### src/rtl/microwave_timer.sv
// microwave_timer
//   Countdown stage of the microwave datapath. Captures MM:SS cook time from
//   keypad digits. Counts down once per second while mag_on is high. Raises
//   timer_done so that control can stop the magnetron.
//
// Parameters
//   TICKS_PER_SEC : clock cycles per countdown second (>= 2)
//
// Ports
//   clk        in   system clock, rising edge
//   rst        in   synchronous reset, active-high
//   clearn     in   active-low clear of the time and the done flag
//   mag_on     in   counting enable from control
//   key_valid  in   single-cycle strobe qualifying key_digit
//   key_digit  in   BCD keypad digit (values above 9 are ignored)
//   add30      in   single-cycle "+30 s" strobe
//   min_tens, min_ones, sec_tens, sec_ones  out  registered BCD time
//   zero       out  combinational, all four digits are 0
//   timer_done out  registered done level to control
//
// Configuration
//   TIMER_ADD30_EN : when defined, add30 adds 30 s (saturating at 99:59).
//                    When undefined, add30 is ignored and no add logic exists.

module microwave_timer #(
    parameter int TICKS_PER_SEC = 50_000_000
) (
    input  logic       clk,
    input  logic       rst,
    input  logic       clearn,
    input  logic       mag_on,
    input  logic       key_valid,
    input  logic [3:0] key_digit,
    input  logic       add30,
    output logic [3:0] min_tens,
    output logic [3:0] min_ones,
    output logic [3:0] sec_tens,
    output logic [3:0] sec_ones,
    output logic       zero,
    output logic       timer_done
);

    localparam int             PW     = $clog2(TICKS_PER_SEC);
    localparam logic [PW-1:0]  PS_MAX = PW'(TICKS_PER_SEC - 1);

    logic [PW-1:0] presc, presc_next;
    logic [3:0]    mt_next, mo_next, st_next, so_next;
    logic          done_next;
    logic          tick, accept;
    logic [3:0]    d_mt, d_mo, d_st, d_so;   // time minus one second
    logic          dec_zero;

    assign zero = (min_tens == 4'd0) && (min_ones == 4'd0) &&
                  (sec_tens == 4'd0) && (sec_ones == 4'd0);

`ifdef TIMER_ADD30_EN
    logic [3:0] a_mt, a_mo, a_st, a_so;      // time plus thirty seconds

    always_comb begin
        a_mt = min_tens;
        a_mo = min_ones;
        a_st = sec_tens;
        a_so = sec_ones;
        if (sec_tens >= 4'd3) begin
            // Carry into minutes; at 99 minutes the result pins to 99:59.
            a_st = sec_tens - 4'd3;
            if (min_tens == 4'd9 && min_ones == 4'd9) begin
                a_st = 4'd5;
                a_so = 4'd9;
            end else if (min_ones == 4'd9) begin
                a_mo = 4'd0;
                a_mt = min_tens + 4'd1;
            end else begin
                a_mo = min_ones + 4'd1;
            end
        end else begin
            a_st = sec_tens + 4'd3;
        end
    end
`else
    logic unused_add30;
    assign unused_add30 = add30;
`endif

    // BCD borrow chain; only used when the time is non-zero, so the
    // min_tens underflow case never reaches the registers.
    always_comb begin
        d_mt = min_tens;
        d_mo = min_ones;
        d_st = sec_tens;
        d_so = sec_ones;
        if (sec_ones != 4'd0) begin
            d_so = sec_ones - 4'd1;
        end else begin
            d_so = 4'd9;
            if (sec_tens != 4'd0) begin
                d_st = sec_tens - 4'd1;
            end else begin
                d_st = 4'd5;
                if (min_ones != 4'd0) begin
                    d_mo = min_ones - 4'd1;
                end else begin
                    d_mo = 4'd9;
                    d_mt = min_tens - 4'd1;
                end
            end
        end
        dec_zero = (d_mt == 4'd0) && (d_mo == 4'd0) &&
                   (d_st == 4'd0) && (d_so == 4'd0);
    end

    // NOTE: every signal driven here gets a default first, so no path
    // leaves a value unassigned and no latch is inferred.
    always_comb begin
        mt_next    = min_tens;
        mo_next    = min_ones;
        st_next    = sec_tens;
        so_next    = sec_ones;
        done_next  = timer_done;
        presc_next = presc;
        tick       = mag_on && (presc == PS_MAX) && !zero;
        accept     = key_valid && (key_digit <= 4'd9) && !mag_on;

        if (!clearn) begin
            mt_next    = 4'd0;
            mo_next    = 4'd0;
            st_next    = 4'd0;
            so_next    = 4'd0;
            done_next  = 1'b0;
            presc_next = '0;
        end else begin
            // Prescaler runs whenever mag_on is high, even when add30 steals
            // the tick, so the second boundary stays put.
            if (mag_on) begin
                presc_next = (presc == PS_MAX) ? '0 : presc + 1'b1;
            end

            if (accept) begin
                mt_next   = min_ones;
                mo_next   = sec_tens;
                st_next   = sec_ones;
                so_next   = key_digit;
                done_next = 1'b0;
`ifdef TIMER_ADD30_EN
            end else if (add30) begin
                mt_next   = a_mt;
                mo_next   = a_mo;
                st_next   = a_st;
                so_next   = a_so;
                done_next = 1'b0;
`endif
            end else if (mag_on) begin
                if (zero) begin
                    done_next = 1'b1;
                end else if (tick) begin
                    mt_next = d_mt;
                    mo_next = d_mo;
                    st_next = d_st;
                    so_next = d_so;
                    if (dec_zero) begin
                        done_next = 1'b1;
                    end
                end
            end
        end
    end

    // NOTE: state registers use non-blocking assignments so every register
    // samples the values from before this edge.
    always_ff @(posedge clk) begin
        if (rst) begin
            min_tens   <= 4'd0;
            min_ones   <= 4'd0;
            sec_tens   <= 4'd0;
            sec_ones   <= 4'd0;
            timer_done <= 1'b0;
            presc      <= '0;
        end else begin
            min_tens   <= mt_next;
            min_ones   <= mo_next;
            sec_tens   <= st_next;
            sec_ones   <= so_next;
            timer_done <= done_next;
            presc      <= presc_next;
        end
    end

endmodule

### config.mk
export PLATFORM = sky130hd
export DESIGN_NAME = microwave_timer
export DESIGN_NICKNAME = d
export VERILOG_FILES = /design/src/rtl/microwave_timer.sv
export SDC_FILE = /design/constraint.sdc
export NUM_CORES = 1
export LEC_CHECK = 0
export CAP_MARGIN = 20
export CORE_MARGIN = 4
export CORE_UTILIZATION = 35
export CTS_BUF_LIST = sky130_fd_sc_hd__clkbuf_16
export DETAILED_ROUTE_END_ITERATION = 8
export DONT_BUFFER_PORTS = 1
export MAX_ROUTING_LAYER = met4
export PLACE_DENSITY = 0.57
export SYNTH_ARGS = -nofsm -noshare
export SYNTH_HDL_FRONTEND = slang
export SYNTH_SLANG_ARGS = --single-unit
### constraint.sdc
create_clock -name clk -period 1.85 [get_ports clk]
set_input_delay 0.2775 -clock clk [delete_from_list [all_inputs] [get_ports clk]]
set_output_delay 0.2775 -clock clk [all_outputs]
set_load 0.01 [all_outputs]
==> metrics.txt, run 1 <==
share of layout cells above drive strength 1 33.0%; Worst setup SP type register; post-synth cell types 55; Relative slew margins 71.6%; Worst path max stage delay 0.40 ns; GP Congestion 0.807; grt ovf 0; Buf/Inv on CP 1; starting density of the core 36.7%; Area growth, synth to finish 38.9%; hold path startpoint key_digit[1]; Tcrit/Tclk final 100%; syn nets 308; most common cell in the netlist nor2_1; Critical-path top delay cell or4_1; TritonCTS buffer count 5; YS warnings 0; Post-DP Area 0.00296 mm^2; CP Launch Point sec_ones[0]; max cap viols 0; Post-synth EDFFs 0; Diodes inserted 0; Die Ht 90.6 um; # IOs 28; Final WS setup -0.00559 ns; fillcell total 610; CTS H-Tree Depth 2; leak pwr 1.29 nW; area of the multi-input gates 0.00157 mm^2; DRC 0; clk_lat worst skew 0.29 ns; failing checks setup timing; R2R Path Start sec_ones[0]; Max rail drop VDD 0.314 mV; post-DR wirelength/cell 14.9 um; Yosys reg bits 43; CTS Sinks 43; Hold Crit Class in -> reg; Fin. Hold Viols 0; Worst Tran Pin Value 0.426 ns; Storage cell area 872 um^2; RSZ-0062 raised after global routing true; clock-pin slew on the worst setup and hold paths 0.07 ns; Die X 90.6 um; Final ANT Viol Nets 0; Layout Nets 379; first-pass GRT wire length 11.4 mm; Arr. time, crit path 2.05 ns; top-area cell type share of the netlist area 36.1%; Setup Viol. Count Final 1; cell family with most CP delay simple AND/OR/NAND/NOR gates; hpwl dp 4.85 mm; Worst Path Required 2.05 ns; clock buffer depth 2; design area 0.00331 mm^2; All-Layer GR Usage 17.3%; Setup TNS -0.00559 ns; number of global-route vias before repair 2328; Hold-fix buffers, CTS 0; CTS tree built; async set-reset flop share out of synthesis 0%; area leader, netlist dfxtp_1; mean post-synth cell area 8.09 um^2; drt first pass iters 4; drt via density 5.37; Synth Instances 295; max-slew violations 0; Power Dens Cells 675 mW/mm^2; Setup CP Type reg -> reg; fin cells 444; Routed WL 6.61 mm; Top FF cell, synth dfxtp_1; CP max FO 4; FP Rows 29; die footprint 0.00820 mm^2; Power, Total 2.24 mW; CP cell instances nor4_4 -> buf_4 -> xnor2_1 -> nand3_1 -> or4_1 -> o31ai_1; Core Region 0.00649 mm^2; antenna violations before repair 0; Port Buf Inserts 0; skew final 0.00498 ns; Tmin final 1.86 ns; CTS root buf clkbuf_16; Max Freq 0.539 GHz; Cells after DPL 428; via count 2386; post-synthesis sequential area ratio 36.1%; top post-synthesis cells by area dfxtp_1 36%, nor2_1 7.4%, xnor2_1 7.3%; status finished with violations; Commonest cells post-synth 47 x nor2_1, 43 x dfxtp_1, 21 x nand2_1, 20 x xnor2_1; DR iter-0 viols 143; pin count of the biggest net entering global routing 25; post-synthesis cell area 0.00239 mm^2; crit end category register
[timing repair]
action,CTS,global route
gates resized for setup,13,20
setup endpoints to repair,16,39
gates cloned,0,0
pin swaps,16,6
hold endpoints to repair,0,0
buffers inserted,8,0
[where the power goes]
part | internal [mW] | switching (mW) | total (mW) | leakage, nW
clock | 0.637 | 0.385 | 1.02 | 0.0838
combinational | 0.129 | 0.142 | 0.271 | 0.852
sequential | 0.935 | 0.0101 | 0.945 | 0.352
total | 1.70 | 0.537 | 2.24 | 1.29
[placed cells by master (no fill, tap or decap), types with 3 or more instances in the layout]
cell type / n
xnor2_1: 20
inv_1: 4
nor4_4: 3
o21a_1: 5
xor2_1: 5
mux2i_1: 5
nand2_1: 21
nand3_1: 15
inv_2: 3
nor2_1: 47
nor4_1: 4
nor4_2: 3
a31oi_1: 6
and4_1: 4
nor3b_1: 3
or3_1: 7
clkbuf_16: 5
dfxtp_2: 9
a21oi_1: 8
nor3_1: 11
and3_1: 5
buf_4: 73
o21ai_0: 15
nand4_1: 8
dfxtp_1: 34
[path summary, 6_finish.rpt]
kind,to,slack [ns],cells past startpoint
max,timer_done,-0.006,6
min,sec_ones[1],0.13,2
max reg2reg,timer_done,-0.006,6
min reg2reg,presc[6],0.52,2
[metrics by stage]
step / hold WS (ns) / worst slack, ns / util, %
6_report: 0.135 / -0.00559 / 51.0
5_1_grt: 0.158 / -0.102 / 51.0
4_1_cts: 0.131 / -0.0228 / 49.8
3_5_place_dp: 0.434 / -0.122 / 45.5
3_3_place_gp: 0.432 / -0.122 / 45.5
2_1_floorplan: 0.408 / -0.000229 / -
[flip-flops by register name (all words and copies together), names as in the netlist]
signal and flops:
presc 26, min_ones 4, min_tens 4, sec_ones 4, sec_tens 4, timer_done 1
[kinds of logic (layout without fill, tap and decap cells)]
logic type / Yosys count / after routing / synth area share (%)
multiplexers: 5 / 5 / 2.10
AND/OR/NAND/NOR: 152 / 152 / 34.3
flip-flops: 43 / 43 / 36.1
AO/OA/AOI/OAI: 49 / 49 / 13.4
adder cells (fa/ha/maj): 3 / 3 / 1.57
buffers and inverters: 18 / 90 / 3.41
XOR/XNOR: 25 / 25 / 9.18
[per-layer routing]
| metal | track usage (%) | vias to the layer above | wire, um |
|---|---|---|---|
| li1 | - | 1219 | - |
| met1 | 22.2 | 1096 | 3080 |
| met2 | 27.1 | 67 | 3080 |
| met3 | 4.42 | 4 | 402 |
| met4 | 4.21 | 0 | 46 |
| met5 | - | - | 0 |
[final cells by class]
class	instances	share of cell area (%)
multi-input combinational	234	47.4
sequential	43	26.3
tap	77	2.91
timing repair buffer	75	17.5
clock buffer	5	3.78
inverter	7	0.793
clock inverter	3	1.32
Note: power is estimated with default switching activity, not from simulation.
==> run 2, diff against run 1 <==
--- a/config.mk
+++ b/config.mk
@@ -11,8 +11,8 @@
 export CTS_BUF_LIST = sky130_fd_sc_hd__clkbuf_16
 export DETAILED_ROUTE_END_ITERATION = 8
 export DONT_BUFFER_PORTS = 1
-export MAX_ROUTING_LAYER = met4
 export PLACE_DENSITY = 0.57
+export REMOVE_ABC_BUFFERS = 1
 export SYNTH_ARGS = -nofsm -noshare
 export SYNTH_HDL_FRONTEND = slang
 export SYNTH_SLANG_ARGS = --single-unit
==> metrics.txt, run 2 (same netlist as run 1, synthesis figures left out) <==
Tmin final 1.90 ns; starting density of the core 36.7%; Setup TNS -0.0962 ns; clock buffer depth 2; Worst setup SP type register; dpl ws -0.209 ns; clk_lat worst skew 0.28 ns; RSZ-0062 raised after global routing true; max reg flops 26; Final ANT Viol Nets 0; CTS root buf clkbuf_16; clock-pin slew on the worst setup and hold paths 0.06 ns; Buf/Inv on CP 0; DR iter-0 viols 108; leak pwr 1.29 nW; fillcell total 637; skew final 0.00472 ns; via count 2421; pin count of the biggest net entering global routing 25; reg2reg end min_tens[2]; Storage cell area 881 um^2; hold path cells 2; Routed WL 6.83 mm; drt first pass iters 4; flop2flop setup slack -0.05 ns; failing checks setup timing; share of layout cells above drive strength 1 37.0%; Most flops, register presc; fin cells 445; Layout Nets 382; Worst Tran Pin Value 0.370 ns; Final Core Density 51.6%; Final WS setup -0.0483 ns; TritonCTS buffer count 5; CP max FO 5; most frequent cells in the layout 76 x buf_4, 47 x nor2_1, 29 x dfxtp_1; DRC 0; Max Freq 0.527 GHz; FP Rows 29; R2R Path Start presc[0]; Hold Crit Class in -> reg; first-pass GRT wire length 11.2 mm; Power, Total 2.03 mW; post-DR wirelength/cell 15.4 um; Crit. path cell count 6; Power Dens Cells 605 mW/mm^2; CP Launch Point presc[0]; die footprint 0.00820 mm^2; cell family with most CP delay simple AND/OR/NAND/NOR gates; Max rail drop VDD 0.339 mV; max-slew violations 0; Core Region 0.00649 mm^2; Critical-path top delay cell a2111o_1; most common cell after layout, fill and taps aside buf_4; drt via density 5.44; Hold EP presc[0]; All-Layer GR Usage 16.9%; Setup CP Type reg -> reg; CTS H-Tree Depth 2; hpwl dp 5.00 mm; Port Buf Inserts 0; Area growth, synth to finish 40.5%; antenna violations before repair 0; area of the multi-input gates 0.00162 mm^2; Setup Viol. Count Final 2; max cap viols 0; CTS tree built; status finished with violations; Die X 90.6 um; Worst path max stage delay 0.45 ns; # IOs 28; Diodes inserted 0; CP cell instances ha_4 -> nand3_4 -> or2_4 -> a2111o_1 -> or3_1 -> a31oi_1; Arr. time, crit path 2.11 ns; FF-to-FF path depth 6; number of global-route vias before repair 2293; GP Congestion 0.882; Tcrit/Tclk final 103%; hold path startpoint mag_on; crit end category register; Fin. Hold Viols 0; Relative slew margins 75.1%; CTS Sinks 43; Cells after DPL 434; Die Ht 90.6 um; grt ovf 0; Worst Path Required 2.06 ns
-- run 2: final cells by class --
type	count	area share (%)
clock buffers	5	3.73
clock inverters	1	0.112
inverters	7	0.784
multi-input cells	234	48.3
flip-flops and latches	43	26.3
well taps	77	2.87
repair buffers	78	18.0
-- run 2: report_power, final --
group	leakage (nW)	switching, mW	total, mW	internal [mW]
Combinational	0.869	0.141	0.270	0.129
Clock	0.0669	0.334	0.813	0.480
Sequential	0.354	0.00901	0.944	0.935
-- run 2: timing repair --
action | 4_1_cts | 5_1_grt
setup buffers | 3 | 2
pin swaps | 8 | 15
resized for setup | 27 | 26
setup endpoints to repair | 13 | 24
hold buffers | 0 | 0
-- run 2: worst register-to-register path: stages, from the launching register on --
cell,delay [ns]
dfxtp_2,0.35
ha_4,0.15
nand3_4,0.09
or2_4,0.25
a2111o_1,0.45
or3_1,0.38
a31oi_1,0.15
-- run 2: per-stage QoR --
step,hold slack [ns],instance area (um^2)
3_3_place_gp,0.432,2990
2_1_floorplan,0.408,2330
4_1_cts,0.139,3230
6_report,0.144,3350
3_5_place_dp,0.436,2990
5_1_grt,0.153,3350
-- run 2: worst max path at each step --
| stage | slack [ns] | end |
|---|---|---|
| 2_1_floorplan | -0.05 | min_tens[2] |
| 3_3_place_gp | -0.11 | min_tens[2] |
| 3_5_place_dp | -0.21 | sec_ones[3] |
| 4_1_cts | 0.005 | timer_done |
| 5_1_grt | -0.11 | sec_ones[3] |
| 6_report | -0.05 | min_tens[2] |
-- run 2: metal layers --
layer / GRT usage [%] / vias to the layer above / wire, um / part of all wire [%]
met5: 0 / - / 0 / 0
met2: 26.8 / 58 / 3210 / 47
met3: 6.42 / 11 / 485 / 7.1
li1: - / 1212 / - / -
met4: 4.85 / 0 / 86 / 1.3
met1: 21.4 / 1140 / 3050 / 45
==> run 3, diff against run 2 <==
--- a/config.mk
+++ b/config.mk
@@ -12,7 +12,6 @@
 export DETAILED_ROUTE_END_ITERATION = 8
 export DONT_BUFFER_PORTS = 1
 export PLACE_DENSITY = 0.57
-export REMOVE_ABC_BUFFERS = 1
 export SYNTH_ARGS = -nofsm -noshare
 export SYNTH_HDL_FRONTEND = slang
 export SYNTH_SLANG_ARGS = --single-unit
==> metrics.txt, run 3 (same netlist as run 1, synthesis figures left out) <==
most frequent cells in the layout 73 x buf_4, 47 x nor2_1, 34 x dfxtp_1; Core Region 0.00649 mm^2; Worst Path Required 2.05 ns; leak pwr 1.29 nW; Setup TNS -0.00790 ns; Hold-fix buffers, CTS 0; skew final 0.00522 ns; Layout Nets 379; Hold Crit Class in -> reg; first-pass GRT wire length 11.4 mm; CP max FO 4; number of global-route vias before repair 2324; Power Dens Cells 676 mW/mm^2; CTS tree built; Tcrit/Tclk final 100%; max-slew violations 0; GP Congestion 0.795; clock buffer depth 2; Worst path max stage delay 0.40 ns; post-DR wirelength/cell 14.9 um; Fin. Hold Viols 0; failing checks setup timing; drt first pass iters 4; cell family with most CP delay simple AND/OR/NAND/NOR gates; crit end category register; Routed WL 6.62 mm; # IOs 28; Max rail drop VDD 0.315 mV; status finished with violations; CP cell instances nor4_4 -> buf_4 -> xnor2_1 -> nand3_1 -> or4_1 -> o31ai_1; Worst setup SP type register; dpl ws -0.122 ns; max cap viols 0; Setup CP Type reg -> reg; Critical-path top delay cell or4_1; All-Layer GR Usage 16.8%; grt ovf 0; RSZ-0062 raised after global routing true; Setup Viol. Count Final 1; Worst Tran Pin Value 0.438 ns; pin count of the biggest net entering global routing 25; via count 2382; Storage cell area 872 um^2; CTS root buf clkbuf_16; fillcell total 610; most common cell after layout, fill and taps aside buf_4; Die X 90.6 um; share of layout cells above drive strength 1 33.0%; max reg flops 26; antenna violations before repair 0; Arr. time, crit path 2.05 ns; Diodes inserted 0; Port Buf Inserts 0; CTS H-Tree Depth 2; drt via density 5.36; area of the multi-input gates 0.00157 mm^2; Relative slew margins 70.8%; Tmin final 1.86 ns; TritonCTS buffer count 5; Final WS setup -0.00790 ns; DRC 0; Die Ht 90.6 um; Area growth, synth to finish 38.9%; clk_lat worst skew 0.29 ns; hpwl dp 4.85 mm; Final ANT Viol Nets 0; hold_ws 0.134 ns; DR iter-0 viols 143; Max Freq 0.538 GHz; die footprint 0.00820 mm^2; CTS Sinks 43; clock-pin slew on the worst setup and hold paths 0.07 ns; Buf/Inv on CP 1; starting density of the core 36.7%; Power, Total 2.24 mW; Most flops, register presc; FP Rows 29
==> run 3: cell count changes in the layout (fill, tap and decap cells not counted), sizes merged <==
cell    previous run  this run
bufinv             0         1
buf               78        75
inv                8         7
clkinv             0         2
==> run 3: cell type report <==
class | count | area share [%]
Multi-Input combinational cell | 234 | 47.4
Sequential cell | 43 | 26.3
Timing Repair Buffer | 75 | 17.5
Clock buffer | 5 | 3.78
Tap cell | 77 | 2.91
Clock inverter | 3 | 1.32
Inverter | 7 | 0.793
==> run 3: final timing paths <==
path         cells after the start  slack [ns]     endpoint    startpoint
max                              6      -0.008   timer_done   sec_ones[0]
min                              2        0.13  sec_ones[1]  key_digit[1]
max reg2reg                      6      -0.008   timer_done   sec_ones[0]
min reg2reg                      2        0.51     presc[6]      presc[6]
==> run 3: timing repair <==
item,4_1_cts,5_1_grt
pin swaps,16,6
resized for setup,13,20
buffers inserted,8,0
setup endpoints to repair,16,39
==> run 3: routing by layer <==
metal	share of wire, %	up-vias	wire length, um	global-route usage, %
li1	-	1220	-	-
met1	47	1100	3130	22.3
met2	46	58	3080	27.0
met3	5.4	4	357	4.42
met4	0.79	0	52	4.21
met5	0	-	0	0
==> run 3: per-stage QoR <==
step	util [%]	std cells	cell area (um^2)
2_1_floorplan	-	295	2410
3_3_place_gp	45.5	428	2960
3_5_place_dp	45.5	428	2960
4_1_cts	49.8	444	3230
5_1_grt	51.0	444	3310
6_report	51.0	444	3310
==> run 3: power breakdown <==
part / internal [mW] / switching (mW) / total, mW
Sequential: 0.935 / 0.0100 / 0.945
Combinational: 0.129 / 0.143 / 0.272
Clock: 0.637 / 0.387 / 1.02
==> run 3: worst register-to-register path, stage by stage, from the launching register on <==
cell and delay [ns]:
dfxtp_1 0.36, nor4_4 0.34, buf_4 0.17, xnor2_1 0.14
nand3_1 0.10, or4_1 0.40, o31ai_1 0.26
